===== src/rtl/fact_pkg.sv =====
// Shared widths and state encoding for the factorial job dispatcher.
package fact_pkg;

  localparam int N_W   = 4;
  localparam int RES_W = 32;
  localparam int MAX_N = 12;

  typedef enum logic [1:0] {
    ST_IDLE    = 2'd0,
    ST_RUN     = 2'd1,
    ST_HOLD    = 2'd2,
    ST_RELEASE = 2'd3
  } fact_disp_state_t;

endpackage


===== src/rtl/fact_req_fifo.sv =====
// Request FIFO: DEPTH x N_W entries, registered occupancy, head exposed
// combinationally. Pointers wrap naturally because DEPTH is a power of two.
module fact_req_fifo
  import fact_pkg::*;
#(
  parameter int DEPTH = 4,
  localparam int PTR_W = $clog2(DEPTH),
  localparam int CNT_W = PTR_W + 1
) (
  input  logic             clk,
  input  logic             rst,
  input  logic             i_push,
  input  logic [N_W-1:0]   i_data,
  input  logic             i_pop,
  output logic             o_full,
  output logic             o_empty,
  output logic [CNT_W-1:0] o_count,
  output logic [N_W-1:0]   o_head
);

  logic [N_W-1:0]   r_mem [DEPTH];
  logic [PTR_W-1:0] r_wr_ptr;
  logic [PTR_W-1:0] r_rd_ptr;
  logic [CNT_W-1:0] r_count;
  logic             w_do_push;
  logic             w_do_pop;

  assign o_full    = (r_count == CNT_W'(DEPTH));
  assign o_empty   = (r_count == '0);
  assign o_count   = r_count;
  assign o_head    = r_mem[r_rd_ptr];
  assign w_do_push = i_push && !o_full;
  assign w_do_pop  = i_pop && !o_empty;

  // Storage write; payload needs no reset since occupancy gates every read.
  always_ff @(posedge clk) begin
    if (w_do_push) r_mem[r_wr_ptr] <= i_data;
  end

  // Pointers and occupancy; push and pop together leave the count unchanged.
  always_ff @(posedge clk or negedge rst) begin
    if (!rst) begin
      r_wr_ptr <= '0;
      r_rd_ptr <= '0;
      r_count  <= '0;
    end else begin
      if (w_do_push) r_wr_ptr <= r_wr_ptr + PTR_W'(1);
      if (w_do_pop)  r_rd_ptr <= r_rd_ptr + PTR_W'(1);
      case ({w_do_push, w_do_pop})
        2'b10:   r_count <= r_count + CNT_W'(1);
        2'b01:   r_count <= r_count - CNT_W'(1);
        default: r_count <= r_count;
      endcase
    end
  end

endmodule


===== src/rtl/fact_dispatch.sv =====
// Dispatcher in front of the fact unit: queues requests, runs them one at a
// time through go/in, captures the outcome (or a watchdog abort) and holds it
// on a valid/ready response port until taken.
module fact_dispatch
  import fact_pkg::*;
#(
  parameter int DEPTH   = 4,
  parameter int TIMEOUT = 255,
  localparam int CNT_W  = $clog2(DEPTH) + 1
) (
  input  logic             clk,
  input  logic             rst,
  input  logic             req_valid,
  input  logic [N_W-1:0]   req_n,
  output logic             req_ready,
  output logic             rsp_valid,
  input  logic             rsp_ready,
  output logic [N_W-1:0]   rsp_n,
  output logic [RES_W-1:0] rsp_result,
  output logic             rsp_error,
  output logic             rsp_timeout,
  output logic             fact_go,
  output logic [N_W-1:0]   fact_in,
  input  logic             fact_done,
  input  logic             fact_error,
  input  logic [RES_W-1:0] fact_result,
  output logic [CNT_W-1:0] pending,
  output logic             busy
);

  localparam logic [15:0] WD_LAST = 16'(TIMEOUT - 1);

  fact_disp_state_t r_state, w_state_nxt;
  logic [1:0]       r_rst_sync;
  logic             w_rst_n;
  logic             w_full, w_empty, w_pop;
  logic [N_W-1:0]   w_head;
  logic [15:0]      r_wdog;
  logic             w_wdog_hit;
  logic             w_cap_err, w_cap_done, w_cap_to, w_clear;
  logic [N_W-1:0]   r_n;
  logic [RES_W-1:0] r_result;
  logic             r_err, r_to;

  // Reset asserts immediately and releases two edges after rst rises.
  always_ff @(posedge clk or negedge rst) begin
    if (!rst) r_rst_sync <= 2'b00;
    else      r_rst_sync <= {r_rst_sync[0], 1'b1};
  end
  assign w_rst_n = r_rst_sync[1];

  fact_req_fifo #(.DEPTH(DEPTH)) u_fifo (
    .clk     (clk),
    .rst     (w_rst_n),
    .i_push  (req_valid),
    .i_data  (req_n),
    .i_pop   (w_pop),
    .o_full  (w_full),
    .o_empty (w_empty),
    .o_count (pending),
    .o_head  (w_head)
  );

  assign req_ready   = w_rst_n && !w_full;
  assign fact_go     = (r_state == ST_RUN);
  assign rsp_valid   = (r_state == ST_HOLD);
  assign busy        = (r_state != ST_IDLE);
  assign fact_in     = r_n;
  assign rsp_n       = r_n;
  assign rsp_result  = r_result;
  assign rsp_error   = r_err;
  assign rsp_timeout = r_to;
  assign w_wdog_hit  = (r_wdog == WD_LAST);

  // State register.
  always_ff @(posedge clk or negedge w_rst_n) begin
    if (!w_rst_n) r_state <= ST_IDLE;
    else          r_state <= w_state_nxt;
  end

  // Next state and datapath strobes; error outranks done, done outranks timeout.
  always_comb begin
    w_state_nxt = r_state;
    w_pop       = 1'b0;
    w_cap_err   = 1'b0;
    w_cap_done  = 1'b0;
    w_cap_to    = 1'b0;
    w_clear     = 1'b0;
    case (r_state)
      ST_IDLE: begin
        if (!w_empty) begin
          w_pop       = 1'b1;
          w_state_nxt = ST_RUN;
        end
      end
      ST_RUN: begin
        if (fact_error) begin
          w_cap_err   = 1'b1;
          w_state_nxt = ST_HOLD;
        end else if (fact_done) begin
          w_cap_done  = 1'b1;
          w_state_nxt = ST_HOLD;
        end else if (w_wdog_hit) begin
          w_cap_to    = 1'b1;
          w_state_nxt = ST_HOLD;
        end
      end
      ST_HOLD: begin
        if (rsp_ready) begin
          w_clear     = 1'b1;
          w_state_nxt = ST_RELEASE;
        end
      end
      ST_RELEASE: w_state_nxt = ST_IDLE;
      default:    w_state_nxt = ST_IDLE;
    endcase
  end

  // Watchdog: cleared on job start, counts every RUN cycle.
  always_ff @(posedge clk or negedge w_rst_n) begin
    if (!w_rst_n)                r_wdog <= '0;
    else if (w_pop)              r_wdog <= '0;
    else if (r_state == ST_RUN)  r_wdog <= r_wdog + 16'd1;
  end

  // Operand and response registers; zeroed in reset so every output reads 0.
  always_ff @(posedge clk or negedge w_rst_n) begin
    if (!w_rst_n) begin
      r_n      <= '0;
      r_result <= '0;
      r_err    <= 1'b0;
      r_to     <= 1'b0;
    end else begin
      if (w_pop) r_n <= w_head;
      if (w_cap_err) begin
        r_err    <= 1'b1;
        r_result <= '0;
      end else if (w_cap_done) begin
        r_result <= fact_result;
      end else if (w_cap_to) begin
        r_to     <= 1'b1;
        r_result <= '0;
      end else if (w_clear) begin
        r_err    <= 1'b0;
        r_to     <= 1'b0;
        r_result <= '0;
      end
    end
  end

endmodule


===== config.mk =====
export PLATFORM = sky130hd
export DESIGN_NAME = fact_dispatch
export DESIGN_NICKNAME = d
export VERILOG_FILES = /design/src/rtl/fact_pkg.sv /design/src/rtl/fact_req_fifo.sv /design/src/rtl/fact_dispatch.sv
export SDC_FILE = /design/constraint.sdc
export NUM_CORES = 1
export LEC_CHECK = 0
export CORE_MARGIN = 1
export CORE_UTILIZATION = 44
export CTS_CLUSTER_SIZE = 10
export DETAILED_ROUTE_END_ITERATION = 7
export PLACE_DENSITY = 0.76
export SLEW_MARGIN = 5
export SYNTH_ARGS = -nofsm -noshare
export SYNTH_HDL_FRONTEND = slang
export SYNTH_SLANG_ARGS = --single-unit

===== constraint.sdc =====
create_clock -name clk -period 2.2 [get_ports clk]
set_input_delay 0.22 -clock clk [delete_from_list [all_inputs] [get_ports clk]]
set_output_delay 0.22 -clock clk [all_outputs]
set_load 0.01 [all_outputs]

==> summary.md <==
| Metric | Value |
|---|---|
| Status | completed |
| Post-route DRC | 0 |
| H-tree depth | 3 |
| Finish-stage setup viols | 0 |
| FF-to-FF path depth | 6 |
| Slew @ Worst Pin | 0.766 ns |
| CP Class | flop to primary output |
| Most frequent cells in the layout | 90 x clkdlybuf4s50_1, 64 x dfrtp_1, 33 x a22o_1 |
| Post-synthesis cell area | 0.00349 mm^2 |
| CP Data Arrival Time | 1.85 ns |
| Antenna-violating nets left | 0 |
| Mean Syn Cell Area | around 13 um^2 |
| Total die area | slightly above 0.008 mm^2 |
| Initial antenna violation count | 0 |
| Via-to-Cell Ratio | 5.13 |
| Relative slew margins | 0.489 |
| P_leak | 1.97 nW |
| Io pins | 91 |
| Worst Slack Setup Final | 0.126 ns |
| Yosys reg bits | 81 |
| Post-CTS Hold Buffers | 0 |
| Area of the multi-input gates | between 0.001 and 0.0015 mm^2 |
| Worst skew pair latency | about 0.34 ns |
| TritonRoute pass-1 iters | 4 |
| Initial Utilization | 0.454 |
| Max Slew Vio Count | 0 |
| R2R setup slack | 0.19 ns |
| Max Clock Freq | 0.482 GHz |
| TritonCTS clock tree | done |
| Setup tns final | 0 ns |
| WP data required | 1.98 ns |
| DP HPWL | 4760 um |
| Row cnt | 32 |
| Synthesis-to-layout area growth | 33.7% |
| Cell variety after synth | 40 |
| Seq/Total Area, Yosys | 0.604 |
| RSZ-0062 raised after global routing | false |
| CP endpoint kind | primary output |
| Final hold violations | 0 |
| Antenna cells | 0 |
| Reg2Reg Launch Point | r_wdog[0]$_DFFE_PN0P_ |
| Setup crit end | fact_go |
| Global-route wire length before repair | 11500 um |
| Pre-CTS WS | 0.213 ns |
| Die width | 91.1 um |
| Final net count | about 410 |
| Clock root buffer | clkbuf_8 |
| Fillcell total | 636 |
| CTS clk-pin slew, worst paths | ~0.08 ns |
| Share of cells above drive strength 1 | 0.107 |
| Warnings, synthesis | 0 |
| Core box area | 0.00769 mm^2 |
| FFs w/ async S/R, synth | 0.802 |
| Post-Syn Instances | 267 |
| Port Buffer Count | 90 |
| Worst-path maximum fanout | 9 |
| Syn nets | approximately 320 |
| Top_reg_cell synth | dfrtp_1 |
| Leading cell type in the layout, fill and taps excluded | clkdlybuf4s50_1 |
| Register area | 0.00211 mm^2 |
| Number of flops mapped to enable cells by yosys | 16 |
| Die Ht | 91.1 um |
| Routability Congestion | 0.789 |
| Worst vdd ir | 0.000707 V |
| Via count | 2398 |
| Number of global-route vias before repair | 2482 |
| GRT overflow | 0 |
| Crit start category | flop |
| CP startpoint | r_state[1]$_DFFE_PN0P_ |
| Initial drt markers | 120 |
| PwrDens | 1190 mW/mm^2 |
| Num CTS Buffers | 9 |
| Maximum number of pins on one net before global-route repair | 64 |
| Clock tree buffer depth | 2 |
| Reg-to-Reg End | rsp_result[4]$_DFFE_PN0P_ |
| Hold/Removal Path Class | input port to asynchronous set/reset pin |
| Number of clock sinks | 81 |
| Total GRT Usage | 0.175 |
| Min Tclk post-route | between 2 and 2.5 ns |
| Max cap viols | 0 |
| Fin crit share | 0.943 |
| Clock skew | 0.00834 ns |
| Total wire length | 6800 um |
| WL/cell | 14.6 um |
-- cell usage after synthesis (all sizes together), types with 2 or more instances --
master / number / area share
a21boi: 2 / 0.0043
a21oi: 2 / 0.0029
a22o: 33 / 0.083
and2: 4 / 0.0072
buf: 9 / 0.021
clkbuf: 6 / 0.0065
dfrtp: 65 / 0.47
edfxtp: 16 / 0.14
ha: 11 / 0.039
inv: 15 / 0.016
mux2: 7 / 0.023
mux2i: 2 / 0.0057
mux4: 4 / 0.026
nand2: 9 / 0.0097
nand3: 6 / 0.0086
nand4: 3 / 0.0054
nand4b: 2 / 0.0050
nor2: 23 / 0.025
nor2b: 2 / 0.0036
nor3: 7 / 0.010
nor4: 4 / 0.0072
o21ai: 4 / 0.0057
or3: 3 / 0.0054
xnor2: 13 / 0.033
xor2: 4 / 0.010
-- logic make-up (layout without fill, tap and decap cells) --
| logic type | Yosys count | in the layout | share of synthesized area |
|---|---|---|---|
| simple gates | 67 | 67 | 0.0986 |
| fa+ha+maj | 12 | 12 | 0.0452 |
| other cells | 1 | 1 | 0.00107 |
| xor+xnor | 17 | 17 | 0.0427 |
| buf+inv | 30 | 128 | 0.0437 |
| mux | 13 | 13 | 0.0541 |
| flops | 81 | 81 | 0.604 |
| compound gates | 46 | 46 | 0.111 |
-- power by group --
part / switching, mW / internal [mW]
logic: 1.01 / 1.29
clock network: 0.549 / 0.420
registers: 0.324 / 1.98
total: 1.88 / 3.69
-- metal layers --
| metal | track usage | vias to the layer above | share of wire |
|---|---|---|---|
| met1 | 0.217 | 1161 | 0.43 |
| met3 | 0.0595 | 11 | 0.077 |
| li1 | - | 1147 | - |
| met4 | 0.0714 | 0 | 0.017 |
| met2 | 0.283 | 79 | 0.48 |
| met5 | 0 | - | 0 |
-- cell type report --
cell class | instances | area share
sequential | 81 | 0.452
multi-input combinational | 156 | 0.267
timing repair buffer | 97 | 0.204
tap | 102 | 0.0274
clock buffer | 9 | 0.0265
inverter | 15 | 0.0121
clock inverter | 7 | 0.0113
-- critical path, cell delays in order, from the launching register on --
cell	delay (ns)
dfrtp_1	0.41
inv_1	0.11
ha_2	0.29
buf_4	0.16
clkdlybuf4s50_1	0.55
-- timing repair --
item | CTS | global route
setup endpoints to repair | 0 | 1
setup buffers | 0 | 0
gates resized for setup | 0 | 1
-- worst min-delay path by stage --
stage | endpoint | slack [ns] | from | cells after the start
finish | r_rst_sync[0]$_DFF_PN0_ | 0.03 | rst | 1
global route | r_rst_sync[0]$_DFF_PN0_ | 0.02 | rst | 1
CTS | r_rst_sync[0]$_DFF_PN0_ | 0.01 | rst | 1
detailed placement | r_rst_sync[1]$_DFF_PN0_ | 0.34 | r_rst_sync[0]$_DFF_PN0_ | 0
global placement | r_rst_sync[1]$_DFF_PN0_ | 0.34 | r_rst_sync[0]$_DFF_PN0_ | 0
floorplan | r_rst_sync[0]$_DFF_PN0_ | -0.08 | rst | 0
-- stage by stage --
| stage | hold slack, ns | std cells | utilization | area, um^2 | power [mW] |
|---|---|---|---|---|---|
| floorplan | -0.0756 | 267 | - | 3510 | 3.67 |
| global placement | 0.335 | 451 | 0.584 | 4490 | 4.58 |
| detailed placement | 0.339 | 451 | 0.584 | 4490 | 4.64 |
| CTS | 0.0148 | 467 | 0.607 | 4660 | 5.64 |
| global route | 0.0243 | 467 | 0.607 | 4670 | 5.93 |
| finish | 0.0334 | 467 | 0.607 | 4670 | 5.57 |
-- sequential cells by signal (all words and copies together), names as in the netlist, 2 cells and up --
signal and cells:
fact_in 4, r_rst_sync 2, r_state 2, r_wdog 16
rsp_result 32, u_fifo.o_count 3, u_fifo.r_mem 16, u_fifo.r_rd_ptr 2
u_fifo.r_wr_ptr 2
(Power assumes the default switching activity.)
